File: src/rtl/i2c_register_bank.sv
// I2C register bank: OSD RAM write window, paged; config/status bytes; snapshot counters; command pulses.
// Reads return data 2 cycles after addr. Writes take effect on the writeEn cycle. There is no backpressure: every writeEn cycle is one write.
module i2c_register_bank #(
   parameter int                   NUM_CFG      = 8,
   parameter logic [7:0]           CFG_BASE     = 8'h81,
   parameter logic [8*NUM_CFG-1:0] CFG_RESET    = {8{8'h00}},
   parameter int                   NUM_STATUS   = 9,
   parameter logic [7:0]           STATUS_BASE  = 8'hB0,
   parameter int                   NUM_COUNTERS = 6,
   parameter int                   RAM_ADDR_W   = 10,
   parameter int                   PULSE_CYCLES = 16
) (
   input  logic                        clk,
   input  logic                        reset_n,
   input  logic [7:0]                  addr,
   input  logic [7:0]                  dataIn,
   input  logic                        writeEn,
   output logic [7:0]                  dataOut,
   output logic [7:0]                  ram_dataIn,
   output logic [RAM_ADDR_W-1:0]       ram_wraddress,
   output logic                        ram_wren,
   output logic [8*NUM_CFG-1:0]        cfg_out,
   input  logic [8*NUM_STATUS-1:0]     status_in,
   input  logic [32*NUM_COUNTERS-1:0]  counters_in,
   output logic [NUM_COUNTERS-1:0]     clear_counters,
   output logic [7:0]                  cmd_pulse
);

   localparam int P      = RAM_ADDR_W - 7;
   localparam int CW     = $clog2(PULSE_CYCLES + 1);
   localparam int CFG_LO = int'(CFG_BASE);
   localparam int CFG_HI = CFG_LO + NUM_CFG - 1;
   localparam int ST_LO  = int'(STATUS_BASE);
   localparam int ST_HI  = ST_LO + NUM_STATUS - 1;
   localparam int CT_LO  = 192;
   localparam int CT_HI  = CT_LO + 4 * NUM_COUNTERS - 1;

   function automatic bit f_ovl(input int alo, input int ahi, input int blo, input int bhi);
      return !((ahi < blo) || (bhi < alo));
   endfunction

   // Fixed regions: 0x00-0x80 (OSD + page) and 0xF0 upward, including anything past 0xFF.
   localparam bit MAP_BAD =
      f_ovl(CFG_LO, CFG_HI, 0, 128) || f_ovl(CFG_LO, CFG_HI, 240, 511) ||
      f_ovl(ST_LO, ST_HI, 0, 128)   || f_ovl(ST_LO, ST_HI, 240, 511)   ||
      f_ovl(CT_LO, CT_HI, 0, 128)   || f_ovl(CT_LO, CT_HI, 240, 511)   ||
      f_ovl(CFG_LO, CFG_HI, ST_LO, ST_HI) || f_ovl(CFG_LO, CFG_HI, CT_LO, CT_HI) ||
      f_ovl(ST_LO, ST_HI, CT_LO, CT_HI) ||
      (NUM_CFG < 1) || (NUM_CFG > 15) || (NUM_STATUS < 1) || (NUM_STATUS > 16) ||
      (NUM_COUNTERS < 1) || (NUM_COUNTERS > 8) || (RAM_ADDR_W < 8) || (RAM_ADDR_W > 15) ||
      (PULSE_CYCLES < 1);

   generate
      if (MAP_BAD) begin : g_bad_map
         $error("i2c_register_bank: illegal parameters or overlapping address regions");
      end
   endgenerate

   logic [7:0]              r_addr_q;
   logic [7:0]              r_data_out;
   logic [P-1:0]            r_page;
   logic [8*NUM_CFG-1:0]    r_cfg;
   logic [31:0]             r_shadow [NUM_COUNTERS];
   logic [CW-1:0]           r_cnt [8];
   logic [7:0]              r_pulse;
   logic [NUM_COUNTERS-1:0] r_clear;
   logic                    r_ram_wren;
   logic [RAM_ADDR_W-1:0]   r_ram_wraddress;
   logic [7:0]              r_ram_dataIn;
   logic [7:0]              w_rd_dat;
   logic                    w_osd_wr;

   assign w_osd_wr = writeEn && !addr[7];

   // Second read stage: decode the address registered one cycle earlier.
   always_comb begin
      w_rd_dat = '0;
      if (r_addr_q == 8'h80) w_rd_dat = 8'(r_page);
      for (int i = 0; i < NUM_CFG; i++)
         if (r_addr_q == 8'(CFG_LO + i)) w_rd_dat = r_cfg[8*i +: 8];
      for (int i = 0; i < NUM_STATUS; i++)
         if (r_addr_q == 8'(ST_LO + i)) w_rd_dat = status_in[8*i +: 8];
      for (int k = 0; k < NUM_COUNTERS; k++)
         for (int b = 0; b < 4; b++)
            if (r_addr_q == 8'(CT_LO + 4*k + b)) w_rd_dat = r_shadow[k][8*(3-b) +: 8];
   end

   always_ff @(posedge clk or negedge reset_n) begin
      if (!reset_n) begin
         r_addr_q        <= '0;
         r_data_out      <= '0;
         r_page          <= '0;
         r_cfg           <= CFG_RESET;
         r_pulse         <= '0;
         r_clear         <= '0;
         r_ram_wren      <= 1'b0;
         r_ram_wraddress <= '0;
         r_ram_dataIn    <= '0;
         for (int k = 0; k < NUM_COUNTERS; k++) r_shadow[k] <= '0;
         for (int i = 0; i < 8; i++) r_cnt[i] <= '0;
      end else begin
         r_addr_q   <= addr;
         r_data_out <= w_rd_dat;
         r_ram_wren <= w_osd_wr;
         if (w_osd_wr) begin
            r_ram_wraddress <= {r_page, addr[6:0]};
            r_ram_dataIn    <= dataIn;
         end
         if (writeEn && addr == 8'h80) r_page <= dataIn[P-1:0];
         for (int i = 0; i < NUM_CFG; i++)
            if (writeEn && addr == 8'(CFG_LO + i)) r_cfg[8*i +: 8] <= dataIn;
         // Snapshot only when arriving at the MSB byte, so an MSB-to-LSB read sees one value.
         for (int k = 0; k < NUM_COUNTERS; k++)
            if (addr == 8'(CT_LO + 4*k) && r_addr_q != addr) r_shadow[k] <= counters_in[32*k +: 32];
         r_clear <= (writeEn && addr == 8'hF8) ? dataIn[NUM_COUNTERS-1:0] : '0;
         for (int i = 0; i < 8; i++) begin
            if (writeEn && addr == 8'(240 + i)) begin
               r_cnt[i]   <= CW'(PULSE_CYCLES);
               r_pulse[i] <= 1'b1;
            end else if (r_cnt[i] != '0) begin
               r_cnt[i]   <= r_cnt[i] - CW'(1);
               r_pulse[i] <= (r_cnt[i] != CW'(1));
            end else begin
               r_pulse[i] <= 1'b0;
            end
         end
      end
   end

   assign dataOut        = r_data_out;
   assign ram_dataIn     = r_ram_dataIn;
   assign ram_wraddress  = r_ram_wraddress;
   assign ram_wren       = r_ram_wren;
   assign cfg_out        = r_cfg;
   assign clear_counters = r_clear;
   assign cmd_pulse      = r_pulse;

endmodule

File: config.mk
export PLATFORM = sky130hd
export DESIGN_NAME = i2c_register_bank
export DESIGN_NICKNAME = d
export VERILOG_FILES = /design/src/rtl/i2c_register_bank.sv
export SDC_FILE = /design/constraint.sdc
export NUM_CORES = 1
export LEC_CHECK = 0
export ABC_AREA = 0
export ABC_CLOCK_PERIOD_IN_PS = 2500
export CORE_ASPECT_RATIO = 1.2
export CORE_MARGIN = 1.5
export CORE_UTILIZATION = 50
export DETAILED_ROUTE_END_ITERATION = 12
export GPL_TIMING_DRIVEN = 1
export HOLD_SLACK_MARGIN = 0.03
export PLACE_DENSITY = 0.79
export SLEW_MARGIN = 20
export SYNTH_ARGS = -nofsm -noshare
export SYNTH_HDL_FRONTEND = slang
export SYNTH_SLANG_ARGS = --single-unit
File: constraint.sdc
create_clock -name clk -period 2.5 [get_ports clk]
set_input_delay 0.375 -clock clk [delete_from_list [all_inputs] [get_ports clk]]
set_output_delay 0.375 -clock clk [all_outputs]
set_load 0.005 [all_outputs]
# After elaboration in Yosys (flattened, before gate mapping)
# Index checks and enable logic that the tools add are counted.
[op_classes] muxes=75 add_sub_neg=8 eq_ne=75 n_reduce_logical=42
[op_table] cell="equality test 8 bit (second input constant)" count=66
[op_table] cell="2-to-1 mux 8 bit" count=41
[op_table] cell="2-to-1 mux 5 bit" count=16
[op_table] cell="inequality test 5 x 1 -> 1 bit (second input constant)" count=8
[op_table] cell="nonzero test 5 bit" count=8
[op_table] cell="subtractor 5 x 1 -> 5 bit (second input constant)" count=8
[op_table] cell="logical AND 1 bit" count=25
[op_table] cell="2-to-1 mux 1 bit" count=16
[op_table] cell="nonzero test 2 bit" count=8
[op_table] cell="inequality test 8 bit" count=1
[op_table] cell="2-to-1 mux 6 bit" count=1
[op_table] cell="2-to-1 mux 3 bit" count=1
[op_table] cell="zero test 1 bit" count=1
[word_totals] output_inout_bits=105 in_bits=283 ff_bits=348 word_cells=230

# Logic depth before layout (Yosys ltp)
# Gate-level depths: netlist of run 1.
[depth] ltp_word=43 depth_mapped=11 mapped_depth_nobuf=7

# Worst setup path before layout of run 1
# Ideal clock, no wire load.
[synth_path] kind="register to register" from="register r_addr_q[3]" to="register r_shadow[35] (netlist name)" path_buffers=3 setup_ns=0.125 required_time_ns=2.375 arrival_time_ns=1.970 stages_incl_launch_ff=10 synth_period_minus_slack_ns=2.095 slack_ns=0.405 path_cell_list="dfrtp_1 buf_4 buf_4 xnor2_1 nand4_1 nor2_1 or3b_4 nor2_4 buf_4 mux2_2"
[synth_between] elab_chain_len=2
[synth_lines] element="start, declared" line="59" text="logic [7:0] r_addr_q;"
[synth_lines] element="start signal, assigned" line="102" text="r_addr_q <= addr;"
[synth_lines] element="inequality test 8 bit" line="114" text="if (addr == 8'(CT_LO + 4*k) && r_addr_q != addr) r_shadow[k] <= counters_in[32*k +: 32];"
[synth_lines] element="logical AND 1 bit" line="114"
[synth_lines] element="end signal, assigned by index" line="114"
[synth_lines] element="end, declared" line="63" text="logic [31:0] r_shadow [NUM_COUNTERS];"
# Every way passes these cells.
# A chain may end at the register's enable or synchronous reset.

# Final worst setup path of run 1
[layout_path] from="register r_addr_q[1]" to="register r_data_out[5], in the netlist dataOut[5]"
[layout_between] elab_chain_len=42 word_cells_on_any_way=82 cone_classes="41 x eq/ne; 41 x mux"
[layout_lines] element="equality test 8 bit" line="80" text="if (r_addr_q == 8'(CFG_LO + i)) w_rd_dat = r_cfg[8*i +: 8];"
[layout_lines] element="2-to-1 mux 8 bit (8 in series)" line="80"
[layout_lines] element="2-to-1 mux 8 bit (9 in series)" line="82" text="if (r_addr_q == 8'(ST_LO + i)) w_rd_dat = status_in[8*i +: 8];"
[layout_lines] element="2-to-1 mux 8 bit (23 in series)" line="85" text="if (r_addr_q == 8'(CT_LO + 4*k + b)) w_rd_dat = r_shadow[k][8*(3-b) +: 8];"
[layout_lines] element="2-to-1 mux 8 bit *" line="85"
[layout_lines] element="named net w_rd_dat[5]" line="70" text="logic [7:0] w_rd_dat;"
[layout_lines] element="end signal, assigned" line="103" text="r_data_out <= w_rd_dat;"
[layout_lines] element="end, declared" line="60" text="logic [7:0] r_data_out;"
# Mark *: on every way through the listed nets, which the timed path passes. The rest lies on a longest branch.

==> metrics, run 1 <==
fmax=slightly below 400 MHz; fin util=0.714; CP max stage delay=roughly 0.43 ns; endpoint class of the critical path=flop; DRT Wirelength=~70 mm; CTS tree=built; EDFF count, synth=0; final worst slack=-0.0322 ns; met2 usage=0.621; cell count after synthesis=approximately 1600; port bufs=approximately 390; Worst-Skew Late Latency=about 0.56 ns; Worst R2R Start=r_addr_q[1]$_DFF_PN0_; Yosys cell types=88; Worst Hold Class=input pin to asynchronous set/reset pin; H-tree lvl count=2; post-route ant nets=0; synthesized area per cell=around 11 sq um; crit path kind=flop to flop; final std cells w/o fill=about 2600; first-pass GRT wire length=102 mm; post-placement cell count=between 2000 and 3000; largest area contributor in the netlist=dfrtp_1; Pwr Total=around 16 mW; Leak=between 10 and 15 nW; initial drt markers=1590; Num CTS Buffers=37; core area=0.0352 sq mm; Seq/Total Area, Yosys=0.486; Net Switching=between 4 and 5 mW; CP arrival=roughly 3.0 ns; worst slack, placed=-0.166 ns; most numerous cell in the Yosys netlist=dfrtp_1; clk buf depth=3; Primary FF master, synth=dfrtp_1; async set or reset register ratio after synthesis=1.00; Max Clock Skew=between 0.03 and 0.04 ns; synth-to-layout area growth=40.1%; Yosys warnings=0; sequential share of power=0.436; largest net degree at the start of global routing=76; grt met1 use=0.449; Crit Path Max Fanout=18; CP top delay family=compound AO/OA/AOI/OAI gates; DR WL/cell=about 27 um; minimum clock period=approximately 2.5 ns; failing checks=negative setup slack; Die Area=roughly 0.037 sq mm; GR peak layer=met2; Worst EP required=roughly 3.0 ns; register bit total from synthesis=348; setup repair after global routing missed its margin=yes; sw frac=0.285; final-report setup violation count=2; routing usage on met3=0.0747; Reg clk slew, reported paths=about 0.060 ns; GP Congestion=roughly 1.0; worst vdd ir=0.000647 V; Mapped Nets=1899; Buf+Inv Stages, Crit Path=3; crit start category=flop; layout cell share with drive strength beyond 1=0.290; Max Cap Viol=0; main area contributors after synthesis=dfrtp_1 49%, mux2_2 18%, o21ai_0 2.5%; Ports=between 300 and 400; total iterations of the first detailed-routing run=6; Commonest cells post-synth=348 x dfrtp_1, 285 x mux2_2, 118 x nand2_1; Crit-path slowest cell=dfrtp_4; Die W=176 um; Synth Cell Area=0.0179 sq mm; initial antenna violation count=5; die height=approximately 210 um; Comb pwr share=0.220; Core Rows=75; CP startpoint=r_addr_q[1]$_DFF_PN0_; vias in the first global route=around 17000; Int Pwr=between 10 and 15 mW; Pins Over Slew Limit=0; Slew HR=0.610; PwrDens=approximately 640 mW/mm^2; Least-Margin Pin Slew=approximately 0.58 ns; # DRC=0; final-report hold violation count=0; Vias/cell=about 6.2; DR vias=~16000; placed wire-length estimate=52.2 mm; clk root buf=clkbuf_16; grt total ovfl=0; Critical Path, Cell by Cell=buf_6 > buf_12 > or3b_1 > o32ai_2 > o2111ai_2 > a211oi_4 > buf_4 > o31a_1 > o21ai_1 > nand3_1; Initial Util=0.509; All-Layer GR Usage=0.370; fin crit share=1.01; status=finished, violations left; number of fill cells=2542; hold slack=roughly 0.35 ns; CTS Sinks=between 300 and 400; clock share of power=0.344; final net count=between 2000 and 2500; Synth top area share=0.486
==> metrics by stage <==
stage | TNS [ns] | area [sq um]
3_5_place_dp | -1.20 | 23500
6_report | -0.0349 | 25100
2_1_floorplan | 0 | 17900
3_3_place_gp | -0.495 | 23500
5_1_grt | -0.846 | 25100
4_1_cts | 0 | 24700
==> cells in the final DEF (no fill, tap or decap), types with 10 or more instances in the layout <==
cell type,synthesis,final
nor2b_1,13,11
a211oi_1,22,17
buf_12,0,23
mux2i_1,27,26
clkdlybuf4s50_1,0,386
a31oi_1,11,11
dfrtp_1,348,343
o21ai_0,89,83
o221ai_1,12,12
buf_4,18,173
clkbuf_16,0,38
o22ai_1,29,28
xnor2_1,18,17
mux2_2,285,284
ha_1,24,24
nor3_1,34,34
a21oi_1,61,57
inv_1,27,26
nor2_1,109,105
nand3_1,16,16
and3_1,10,10
nand2b_1,17,17
a221oi_1,14,13
nand2_1,118,117
==> worst register-to-register path: cells and delay by family, from the launching register on <==
family / cells / cell delay (ns)
AO/OA/AOI/OAI: 5 / 1.08
buffers and inverters: 3 / 0.48
flip-flops: 1 / 0.43
AND/OR/NAND/NOR: 2 / 0.49
==> routing by layer <==
| metal | vias up | part of all wire |
|---|---|---|
| met5 | - | 0.00046 |
| li1 | 6889 | - |
| met3 | 243 | 0.087 |
| met4 | 4 | 0.061 |
| met2 | 949 | 0.49 |
| met1 | 7970 | 0.36 |
==> sequential cells by signal (all words and copies together), names as in the netlist <==
name and flops:
r_shadow 192, ram_wren 1, cfg_out 64, ram_dataIn 8, r_page 3, r_cnt 40, cmd_pulse 8, r_addr_q 8
ram_wraddress 10, dataOut 8, clear_counters 6
==> repair_timing <==
action                     CTS  global route
resized for setup            9            59
cloned                       0             2
hold buffers                 1             0
setup buffers                2            16
pin swaps                    0            21
setup endpoints to repair    5           192
hold endpoints to repair    50             0
==> area by class of cell <==
type,instances,area [sq um],area share
sequential,348,8720,0.347
multi-input combinational,1113,8720,0.347
timing repair buffer,595,5790,0.231
clock buffer,47,1030,0.0412
tap,462,578,0.0230
clock inverter,14,159,0.00633
inverter,27,105,0.00419
antenna,2,5.00,0.000199
==> cells by family after synthesis <==
group,after synthesis,synth area share
AND/OR/NAND/NOR,392,0.112
buffers and inverters,131,0.0396
adder cells (fa/ha/maj),24,0.0168
flip-flops,348,0.486
AO/OA/AOI/OAI,347,0.129
XOR/XNOR,26,0.0127
multiplexers,324,0.204
==> worst paths after layout <==
path | to | slack [ns] | depth (start not counted)
min in group clk | r_shadow[30]$_DFFE_PN0P_ | 0.43 | 2
min | r_shadow[71]$_DFFE_PN0P_ | 0.35 | 2
max reg2reg | dataOut[5]$_DFF_PN0_ | -0.03 | 10
max | dataOut[5]$_DFF_PN0_ | -0.03 | 10
min reg2reg | r_shadow[28]$_DFFE_PN0P_ | 0.50 | 1
max in group asynchronous | r_shadow[182]$_DFFE_PN0P_ | 1.33 | 3
==> power groups by stage <==
stage                     sequential, mW  combinational, mW  clock [mW]
final                               7.04               3.55        5.55
after global routing                7.11               3.86        5.83
after CTS                           7.01               3.50        5.61
after detailed placement            7.09               3.45           0
after global placement              7.06               3.29           0
after floorplan                     6.90               1.89           0
No activity file was read; power rests on OpenSTA's default activity.
==> run 2, diff against run 1 <==
- PLACE_DENSITY: 0.79 -> 0.76
==> run 2 against run 1 <==
  * The flow still finishes with violations (negative setup slack)
  * Total power is 0.19% lower
  * Register-to-register slack hardly changed
  * Global-route usage rose by 0.13 points
  * Worst setup slack improved by 0.011 ns
  * Via count decreased by 0.63%
  * Maximum frequency grew 0.45%
  * Core utilization down 0.21 points
  * Critical path type unchanged
  * Sequential share of layout area up 0.097 points
  * Largest power group unchanged
  * Routed wire length decreased by 0.38%
  * Critical path depth is 3 higher
  * Sequential cell count is the same
==> metrics, run 2 (synthesis gave the netlist of run 1 again) <==
CTS Sinks=~350; Core Rows=75; Top reg by flops=r_shadow; Least-Margin Pin Slew=between 0.6 and 0.7 ns; post-placement cell count=about 2500; layout cell share with drive strength beyond 1=0.287; RR Endpoint=dataOut[5]$_DFF_PN0_; DRT Wirelength=roughly 69 mm; crit path kind=flop to flop; Vias/cell=6.14; worst vdd ir=0.000641 V; CTS tree=built; commonest non-fill, non-tap cell in the layout=clkdlybuf4s50_1; first-pass GRT wire length=slightly above 100 mm; CP startpoint=r_addr_q[2]$_DFF_PN0_; fin crit share=1.01; CP arrival=2.98 ns; Die W=about 180 um; GP Congestion=between 0.9 and 1; H-tree lvl count=2; max reg flops=~190; DR WL met3=about 5.9 mm; Max Cap Viol=0; Pwr Total=between 15 and 20 mW; placed wire-length estimate=between 50 and 60 mm; port bufs=387; total iterations of the first detailed-routing run=5; highest routed layer=met5; PwrDens=~640 mW/mm^2; Max Clock Skew=between 0.01 and 0.015 ns; die height=210 um; Reg clk slew, reported paths=roughly 0.060 ns; final-report setup violation count=5; final-report hold violation count=0; Post-DP Area=around 0.023 sq mm; initial drt markers=1404; synth-to-layout area growth=39.7%; Worst R2R Start=r_addr_q[2]$_DFF_PN0_; endpoint class of the critical path=flop; post-route cell area=0.0250 sq mm; most frequent cells in the layout=386 x clkdlybuf4s50_1, 344 x dfrtp_1, 284 x mux2_2, 168 x buf_4, 116 x nand2_1; clk buf depth=3; Worst-Skew Late Latency=approximately 0.53 ns; grt total ovfl=0; Worst EP required=~3.0 ns; Fin Setup TNS=-0.0782 ns; clk root buf=clkbuf_16; r2r setup slk=-0.02 ns; Ports=between 300 and 400; failing checks=negative setup slack; final std cells w/o fill=approximately 2600; # DRC=0; Pins Over Slew Limit=0; largest net degree at the start of global routing=76; final net count=between 2000 and 2500; Worst Setup EP=dataOut[5]$_DFF_PN0_; Leak=roughly 11 nW; post-route ant nets=0; core area=approximately 0.035 sq mm; vias in the first global route=16500; Worst R2R Path Depth=13; Num CTS Buffers=36; Slew HR=0.590; post-route met1 wirelength=between 20 and 30 mm; minimum clock period=between 2 and 3 ns; setup repair after global routing missed its margin=yes; DR vias=around 16000; Crit Path Max Fanout=6; final worst slack=-0.0208 ns; DR WL/cell=roughly 27 um; Worst Hold Class=input pin to asynchronous set/reset pin; initial antenna violation count=3; Initial Util=0.509; Die Area=around 0.037 sq mm; Routed met2 length=~33 mm; fmax=a little under 400 MHz; All-Layer GR Usage=0.372; crit start category=flop; status=finished, violations left
==> run 2: what timing repair did <==
action	CTS	global route
hold buffers	1	0
endpoints found under the setup margin	6	7
buffers inserted	1	16
pin swaps	3	17
gates resized for setup	5	61
hold endpoints to repair	61	0
cloned	0	2
==> run 2: per-layer routing <==
metal,track usage,vias up
met5,0,-
met4,0.174,2
met3,0.0723,212
met2,0.618,943
met1,0.467,7928
li1,-,6869
==> run 2: cell type report <==
type                       count  area (sq um)
timing repair buffer         587          5700
sequential                   348          8720
clock buffer                  46           990
tap                          462           578
multi-input combinational   1113          8740
inverter                      27           101
clock inverter                13           196
antenna                        3          7.51
fill                        2532         10200
==> run 2: where the power goes <==
part	leakage [nW]	internal, mW	total [mW]	switching, mW
sequential	4.59	6.39	7.05	0.659
combinational	6.05	1.90	3.51	1.61
clock	0.583	3.31	5.54	2.24
==> run 2: stage by stage <==
| stage | utilization | setup slack, ns | hold slack [ns] |
|---|---|---|---|
| after floorplan | - | 0.405 | 0.0794 |
| after global placement | 0.665 | -0.155 | 0.382 |
| after detailed placement | 0.665 | -0.155 | 0.388 |
| after CTS | 0.700 | -0.0993 | 0.432 |
| after global routing | 0.711 | -0.0544 | 0.448 |
| final | 0.711 | -0.0208 | 0.413 |
==> run 2: how the worst min path moves through the flow <==
stage                    start                   endpoint  slack (ns)  cells after the start
2_1_floorplan          reset_n     cfg_out[0]$_DFFE_PN0P_        0.08                      0
3_5_place_dp           reset_n   r_shadow[71]$_DFFE_PN0P_        0.39                      1
4_1_cts                reset_n   r_shadow[68]$_DFFE_PN0P_        0.43                      2
5_1_grt        counters_in[43]  r_shadow[139]$_DFFE_PN0P_        0.45                      2
3_3_place_gp           reset_n   r_shadow[68]$_DFFE_PN0P_        0.38                      1
6_report               reset_n   r_shadow[71]$_DFFE_PN0P_        0.41                      2
==> run 2: critical path, stage by stage (launching register included) <==
cell,delay (ns)
dfrtp_2,0.46
buf_6,0.14
buf_6,0.11
nor4b_4,0.25
buf_4,0.19
buf_12,0.14
buf_4,0.11
a2bb2oi_1,0.07
o32a_1,0.18
a211oi_2,0.33
buf_4,0.17
o31a_1,0.15
o21ai_1,0.07
nand3_1,0.09
